**config.mk**
```make
export PLATFORM = sky130hd
export DESIGN_NAME = wb_port_arbiter
export DESIGN_NICKNAME = d
export VERILOG_FILES = /design/src/rtl/wb_port_arbiter.sv
export SDC_FILE = /design/constraint.sdc
export NUM_CORES = 1
export LEC_CHECK = 0
export CORE_MARGIN = 5
export CORE_UTILIZATION = 65
export CTS_BUF_LIST = sky130_fd_sc_hd__clkbuf_8
export DETAILED_ROUTE_END_ITERATION = 16
export DONT_BUFFER_PORTS = 1
export GPL_TIMING_DRIVEN = 0
export PLACE_DENSITY = 0.92
export SYNTH_ARGS = -nofsm -noshare
export SYNTH_HDL_FRONTEND = slang
export SYNTH_SLANG_ARGS = --single-unit
```
**constraint.sdc**
```tcl
create_clock -name clk_i -period 8.8 [get_ports clk_i]
set_clock_uncertainty 0.2 [all_clocks]
set_input_delay 0.88 -clock clk_i [delete_from_list [all_inputs] [get_ports clk_i]]
set_output_delay 0.88 -clock clk_i [all_outputs]
set_load 0.05 [all_outputs]
```
**src/rtl/wb_port_arbiter.sv**
```systemverilog
`default_nettype none
// ============================================================================
//  Module   : wb_port_arbiter
//  Purpose  : Shares the single register-file write port between the pipeline
//             write-back request and the head of a small in-order FIFO of
//             multi-cycle-unit (MDU) results. The pipeline has priority. The
//             FIFO is forced through once the pipeline has been granted
//             STARVE_LIMIT consecutive times while results are waiting.
//  Revision : 1.0 - initial release
// ============================================================================
module wb_port_arbiter #(
    parameter int DEPTH        = 2,   // MDU result FIFO entries, power of two, >= 2
    parameter int STARVE_LIMIT = 3    // pipeline grants tolerated while FIFO non-empty
) (
    input  logic        clk_i,
    input  logic        rst_i,
    input  logic [4:0]  wb_rd_addr_i,
    input  logic [31:0] wb_rd_wdata_i,
    input  logic        mdu_valid_i,
    input  logic [4:0]  mdu_rd_addr_i,
    input  logic [31:0] mdu_rd_wdata_i,
    output logic        mdu_ready_o,
    output logic [4:0]  rf_rd_addr_o,
    output logic [31:0] rf_rd_wdata_o,
    output logic        wb_stall_o
);

    // Pointer width; a power-of-two DEPTH makes natural overflow the wrap.
    localparam int AW = $clog2(DEPTH);
    // Occupancy needs one extra bit so that "full" (== DEPTH) is representable.
    localparam int CW = $clog2(DEPTH) + 1;
    // Starvation counter must be able to hold STARVE_LIMIT itself.
    localparam int SW = (STARVE_LIMIT > 0) ? $clog2(STARVE_LIMIT + 1) : 1;

    localparam logic [CW-1:0] DEPTH_C = CW'(DEPTH);
    localparam logic [SW-1:0] LIMIT_C = SW'(STARVE_LIMIT);

    // FIFO storage (contents need no reset; occupancy gates every read)
    logic [4:0]    addr_mem [DEPTH];
    logic [31:0]   data_mem [DEPTH];

    logic [AW-1:0] wr_ptr;
    logic [AW-1:0] rd_ptr;
    logic [CW-1:0] count;
    logic [SW-1:0] starve_cnt;

    logic          pipe_req;
    logic          fifo_req;
    logic          grant_fifo;
    logic          grant_pipe;
    logic          accept;
    logic          push;
    logic          pop;

    // Request decode and grant selection from current inputs and state.
    always_comb begin
        pipe_req   = (wb_rd_addr_i != 5'd0);
        fifo_req   = (count != '0);
        grant_fifo = fifo_req && (!pipe_req || (starve_cnt == LIMIT_C));
        grant_pipe = pipe_req && !grant_fifo;
        // Readiness comes only from registered occupancy: a full FIFO refuses
        // a result even if its head pops in the same cycle.
        mdu_ready_o = (count < DEPTH_C);
        accept      = mdu_valid_i && mdu_ready_o;
        // Results destined for x0 are acknowledged but never stored.
        push        = accept && (mdu_rd_addr_i != 5'd0);
        pop         = grant_fifo;
        wb_stall_o  = pipe_req && grant_fifo;
    end

    // Write-port mux: FIFO head, pipeline, or an idle (x0, zero) write.
    always_comb begin
        rf_rd_addr_o  = 5'd0;
        rf_rd_wdata_o = 32'd0;
        if (grant_fifo) begin
            rf_rd_addr_o  = addr_mem[rd_ptr];
            rf_rd_wdata_o = data_mem[rd_ptr];
        end else if (grant_pipe) begin
            rf_rd_addr_o  = wb_rd_addr_i;
            rf_rd_wdata_o = wb_rd_wdata_i;
        end
    end

    // FIFO storage write; no reset needed since count qualifies every read.
    always_ff @(posedge clk_i) begin
        if (push) begin
            addr_mem[wr_ptr] <= mdu_rd_addr_i;
            data_mem[wr_ptr] <= mdu_rd_wdata_i;
        end
    end

    // Pointer and occupancy update; simultaneous push and pop leave count unchanged.
    always_ff @(posedge clk_i or posedge rst_i) begin
        if (rst_i) begin
            wr_ptr <= '0;
            rd_ptr <= '0;
            count  <= '0;
        end else begin
            if (push) begin
                wr_ptr <= wr_ptr + 1'b1;
            end
            if (pop) begin
                rd_ptr <= rd_ptr + 1'b1;
            end
            case ({push, pop})
                2'b10:   count <= count + 1'b1;
                2'b01:   count <= count - 1'b1;
                default: count <= count;
            endcase
        end
    end

    // Starvation tracking: counts pipeline wins while results wait, saturates.
    always_ff @(posedge clk_i or posedge rst_i) begin
        if (rst_i) begin
            starve_cnt <= '0;
        end else if (!fifo_req || grant_fifo) begin
            starve_cnt <= '0;
        end else if (grant_pipe && (starve_cnt != LIMIT_C)) begin
            starve_cnt <= starve_cnt + 1'b1;
        end
    end

endmodule
`default_nettype wire

```
---- Word-level counts from Yosys, hierarchy flattened ----
Memories as Yosys holds them, arrays and structs flattened.
Cells that the tools add are included.
W data, S select, Z words.
word-level totals
  flip-flop bits (word level) ............. 6
  RAM bits ................................ 74
  word-level logic and storage cells ...... 41
  memories ................................ 2
memories
  memory    depth  bits a word  rd ports  clocked after memory_dff  wr ports  RTL line  source
  data_mem  2      32           1         0                         1         40        logic [31:0] data_mem [DEPTH];
  addr_mem  2      5            1         0                         1         39        logic [4:0] addr_mem [DEPTH];
operators by class
  $add $sub $neg .......................... 5
  $lt $le $gt $ge ......................... 1
  eq/ne operators ......................... 4
  mux-type cells .......................... 9
  reductions and logical operators ........ 16
operators with widths
  operator               count
  $mux W32               2
  $mux W5                2
  $reduce_bool A5 Y1     2
  $logic_and A1 B1 Y1    6
  $reduce_bool A2 Y1     3
  $add A2 B1 Y2 const B  2
  $eq A2 B2 Y1 const B   2
  $mux W2                2
  $pmux W2 S2            1
  $logic_not A1 Y1       3
  $add A1 B1 Y1 const B  2
  $eq A2 B1 Y1 const B   1
  $logic_or A1 B1 Y1     2
  $lt A2 B2 Y1 const B   1
  $mux W1                2
  $ne A2 B2 Y1 const B   1
  $sub A2 B1 Y2 const B  1

---- Logic depth before layout (Yosys ltp) ----
  depth in word-level cells ............... 9
  mapped depth ............................ 10

---- Worst setup path before layout ----
Ideal clock, no wire load.
  kind .................................... input to output
  from .................................... input port wb_rd_addr_i[0]
  to ...................................... output port rf_rd_addr_o[2]
  data arrival time ....................... 2.553 ns
  required time ........................... 7.720 ns
  slack ................................... 5.167 ns
  stages on the path ...................... 3
  buffers on the path ..................... 0
  cell sequence ........................... nor3_4 -> a21oi_1 -> o32ai_1
between the ends
  longest elaborated chain between the ends .. 8
RTL lines
  what                    RTL line  source
  start, declared         17        input logic [4:0] wb_rd_addr_i,
  $reduce_bool A5 Y1 (*)  57        pipe_req = (wb_rd_addr_i != 5'd0);
  $logic_not A1 Y1        59        grant_fifo = fifo_req && (!pipe_req || (starve_cnt == LIMIT_C));
  $logic_or A1 B1 Y1      59
  $logic_and A1 B1 Y1     59
  $logic_not A1 Y1        60        grant_pipe = pipe_req && !grant_fifo;
  $logic_and A1 B1 Y1     60
  $mux W5                 78        end else if (grant_pipe) begin
  $mux W5 (*)             75        if (grant_fifo) begin
  end, declared           23        output logic [4:0] rf_rd_addr_o,
Mark *: on every way between the ends. The rest lies on a longest branch, timed or not.

---- Worst setup path in the final report ----
  from .................................... register starve_cnt[0]
  to ...................................... output port rf_rd_addr_o[4]
between the ends
  longest elaborated chain between the ends .. 7
RTL lines
  what                     RTL line  source
  start, declared          45        logic [SW-1:0] starve_cnt;
  start signal, assigned   120       starve_cnt <= starve_cnt + 1'b1;
  $eq A2 B2 Y1 (*)         59
  $logic_or A1 B1 Y1 (*)   59
  $logic_and A1 B1 Y1 (*)  59
  $logic_not A1 Y1         60
  $logic_and A1 B1 Y1      60
  $mux W5                  78
  $mux W5 (*)              75
Marked as above.

==> flow_metrics.env <==
export IMPL_wirelength_um=6670
export IMPL_die_x_um=83.5
export IMPL_clk_latency_ns=0.33
export IMPL_core_area_mm2=0.00517
export IMPL_drive_above_1_share_pct=20.6
export IMPL_synth_nets=290
export IMPL_rows=26
export IMPL_clkPwrFrac_pct=19.7
export IMPL_cpPeakStageDelay_ns=0.96
export IMPL_peakVddDrop_mv=0.223
export IMPL_sw_frac_of_total_pct=40.3
export IMPL_first_iter_violations=87
export IMPL_post_synth_num_cell_types=28
export IMPL_die_h_um=83.5
export IMPL_tightest_slew_ns=1.14
export IMPL_ys_ff_latch=80
export IMPL_drc_errors=0
export IMPL_status="completed"
export IMPL_cts_buffers=9
export IMPL_worstPathMaxFanout=10
export IMPL_path_class="register to output pin"
export IMPL_cts_root_buffer="clkbuf_8"
export IMPL_htreeDepth=3
export IMPL_cp_depth=5
export IMPL_comb_power_share_pct=41.6
export IMPL_drv_cap=0
export IMPL_clk_pin_slew_ns=0.07
export IMPL_ys_seq_area_share_pct=67.6
export IMPL_cts_hold_buffers=0
export IMPL_setup_viol=0
export IMPL_syn_to_final_growth_pct=10.6
export IMPL_worstReg2RegEnd="count[1]$_DFFE_PP0P_"
export IMPL_crit_path_end_kind="output pin"
export IMPL_rsz0062_at_grt="no"
export IMPL_syn_area_mm2=0.00351
export IMPL_avgSynthCellArea_um2=16.6
export IMPL_grt_pass1_vias=1999
export IMPL_critical_path_required_ns=7.72
export IMPL_period_needed_ns=3.73
export IMPL_place_hpwl_um=4840
export IMPL_slew_headroom_pct=23.8
export IMPL_wl_met3_um=555
export IMPL_grt_pass1_wl_um=10700
export IMPL_slew_viol_final=0
export IMPL_finalSetupTns_ns=0
export IMPL_antenna_left=0
export IMPL_pin_count=116
export IMPL_via_per_inst=6.31
export IMPL_cp_startpoint="starve_cnt[0]$_DFFE_PP0P_"
export IMPL_routedWlPerCell_um=22.4
export IMPL_overflow=0
export IMPL_start_util_pct=67.8
export IMPL_power_switching_mw=0.552
export IMPL_cts_resized_gates=0
export IMPL_finalHoldViolCount=0
export IMPL_ys_warn_count=0
export IMPL_cp_slowest_cell="a2bb2oi_1"
export IMPL_critPathLaunchType="register"
export IMPL_gp_congestion=0.761
export IMPL_crit_reg2reg_launch="starve_cnt[0]$_DFFE_PP0P_"
export IMPL_dieArea_mm2=0.00696
export IMPL_cts_tree="yes"
export IMPL_synthCells=211
export IMPL_num_nets_final=303
export IMPL_vias=1881
export IMPL_crit_family="compound AO/OA/AOI/OAI gates"
export IMPL_reg2regPathDepth=9
export IMPL_r2r_slack_ns=6.33
export IMPL_seqPwrFrac_pct=38.7
export IMPL_grt_max_degree=22
export IMPL_grt_usage_pct=19.9
export IMPL_fillers=321
export IMPL_fmax_mhz=268
export IMPL_power_leakage_nw=1.37
export IMPL_clock_sinks=80
export IMPL_antennaDiodeCount=0
export IMPL_met2_length_um=3560
export IMPL_cp_cell_sequence="ha_1, buf_2, o21a_1, a31oi_4, a2bb2oi_1"
export IMPL_min_period_over_period_pct=42.4
export IMPL_clockBufferDepth=2
export IMPL_top_layer="met4"
export IMPL_crit_buf_inv=1
export IMPL_hold_class="primary input to async pin"
export IMPL_antenna_found_initial=0
export IMPL_p_int_mw=0.819
export IMPL_dr_pass1_iters=4
export IMPL_power_mw=1.37
export IMPL_worstPathArrival_ns=2.65
export IMPL_post_cts_buffers=0
export IMPL_portBuffers=0
export IMPL_drt_met1_wl_um=2490
export IMPL_power_density_mw_per_mm2=353
## worst max path at each step
stage	endpoint	slack [ns]
4_1_cts	rf_rd_addr_o[4]	5.04
5_1_grt	rf_rd_addr_o[4]	4.97
6_report	rf_rd_addr_o[4]	5.07
2_1_floorplan	rf_rd_addr_o[2]	5.17
3_5_place_dp	rf_rd_wdata_o[29]	5.21
3_3_place_gp	data_mem[1][0]$_DFFE_PP_	4.69
## sequential cells by signal, summed over array words and instances, names as in the netlist
name	cells
data_mem	64
addr_mem	10
count	2
starve_cnt	2
rd_ptr	1
wr_ptr	1
## worst register-to-register path: stages, from the launching register on
cell and delay (ns):
dfrtp_1 0.39, ha_1 0.19, buf_2 0.16, o21a_1 0.20
a31oi_4 0.42, buf_8 0.22, inv_1 0.06, ha_1 0.30
nor2_1 0.14, xnor2_1 0.07
## layout by cell type, fill, tap and decap left out
| cell | instances |
|---|---|
| a21oi_1 | 3 |
| a21oi_2 | 1 |
| a2bb2oi_1 | 3 |
| a31oi_4 | 1 |
| and2_1 | 1 |
| and3_2 | 1 |
| buf_16 | 2 |
| buf_2 | 8 |
| buf_6 | 3 |
| buf_8 | 1 |
| bufinv_16 | 2 |
| clkbuf_8 | 9 |
| clkinv_1 | 4 |
| dfrtp_1 | 6 |
| edfxtp_1 | 74 |
| ha_1 | 2 |
| inv_1 | 10 |
| mux2_2 | 3 |
| mux2i_1 | 32 |
| nand2_1 | 1 |
| nor2_1 | 6 |
| nor2_4 | 2 |
| nor3_4 | 1 |
| nor4_1 | 4 |
| o211ai_4 | 1 |
| o21a_1 | 1 |
| o21ai_0 | 5 |
| o2bb2ai_1 | 23 |
| o2bb2ai_2 | 9 |
| o32ai_2 | 2 |
| or2_0 | 1 |
| or4_4 | 1 |
| xnor2_1 | 5 |
## power by group through the flow
stage,sequential [mW],clock (mW),combinational (mW)
2_1_floorplan,0.533,0,0.480
3_3_place_gp,0.538,0,0.540
3_5_place_dp,0.539,0,0.575
4_1_cts,0.531,0.274,0.576
5_1_grt,0.537,0.295,0.606
6_report,0.530,0.270,0.571
## cells in the mapped netlist
library cell  instances  share of area (%)
edfxtp_1             74                 63
mux2i_1              32                9.1
o2bb2ai_1            23                5.7
inv_1                10                1.1
o2bb2ai_2             9                3.9
buf_2                 8                1.1
nor2_1                8               0.86
dfrtp_1               6                4.3
o21ai_0               5               0.71
xnor2_1               5                1.2
nor4_1                4               0.71
a21oi_1               3               0.43
a2bb2oi_1             3               0.75
buf_6                 3               0.96
mux2_2                3               0.96
ha_1                  2               0.71
o32ai_1               2               0.50
a21oi_2               1               0.25
a31oi_4               1               0.61
and2_1                1               0.18
and3_2                1               0.21
buf_8                 1               0.43
nand2_1               1               0.11
nor3_4                1               0.46
o211ai_4              1               0.61
o21a_1                1               0.21
or2_0                 1               0.18
or4_4                 1               0.32
## through the flow
step                cells  hold slack, ns  instance area [µm²]  utilization, %  setup slack (ns)
floorplan             211           0.216                 3510               -              5.17
global placement      281           0.228                 3590            69.5              4.69
detailed placement    283           0.241                 3680            71.1              5.21
CTS                   298           0.132                 3880            75.0              5.04
global route          298           0.134                 3880            75.0              4.97
finish                298           0.139                 3880            75.0              5.07
## per-layer routing
| metal | global-route usage (%) | up-vias |
|---|---|---|
| met4 | 8.48 | 0 |
| met2 | 34.6 | 76 |
| met1 | 22.2 | 936 |
| met3 | 7.01 | 6 |
| li1 | - | 863 |
| met5 | 0 | - |
## logic make-up (layout without fill, tap and decap cells)
logic type | Yosys count | in the layout | synth area share (%)
compound gates | 49 | 49 | 13.7
fa+ha+maj | 2 | 2 | 0.713
xor+xnor | 5 | 5 | 1.25
buf+inv | 22 | 39 | 3.60
flops | 80 | 80 | 67.6
mux | 35 | 35 | 10.1
simple gates | 18 | 18 | 3.03
## layout make-up
| class | count | area [µm²] | area share [%] |
|---|---|---|---|
| Inverter | 10 | 37.5 | 0.968 |
| Clock buffer | 9 | 124 | 3.19 |
| Tap cell | 70 | 87.6 | 2.26 |
| Sequential cell | 80 | 2370 | 61.2 |
| Buffer | 12 | 88.8 | 2.29 |
| Timing Repair Buffer | 2 | 55.1 | 1.42 |
| Multi-Input combinational cell | 109 | 1040 | 26.8 |
| Clock inverter | 6 | 75.1 | 1.94 |
Power figures use the tool's default switching activity.
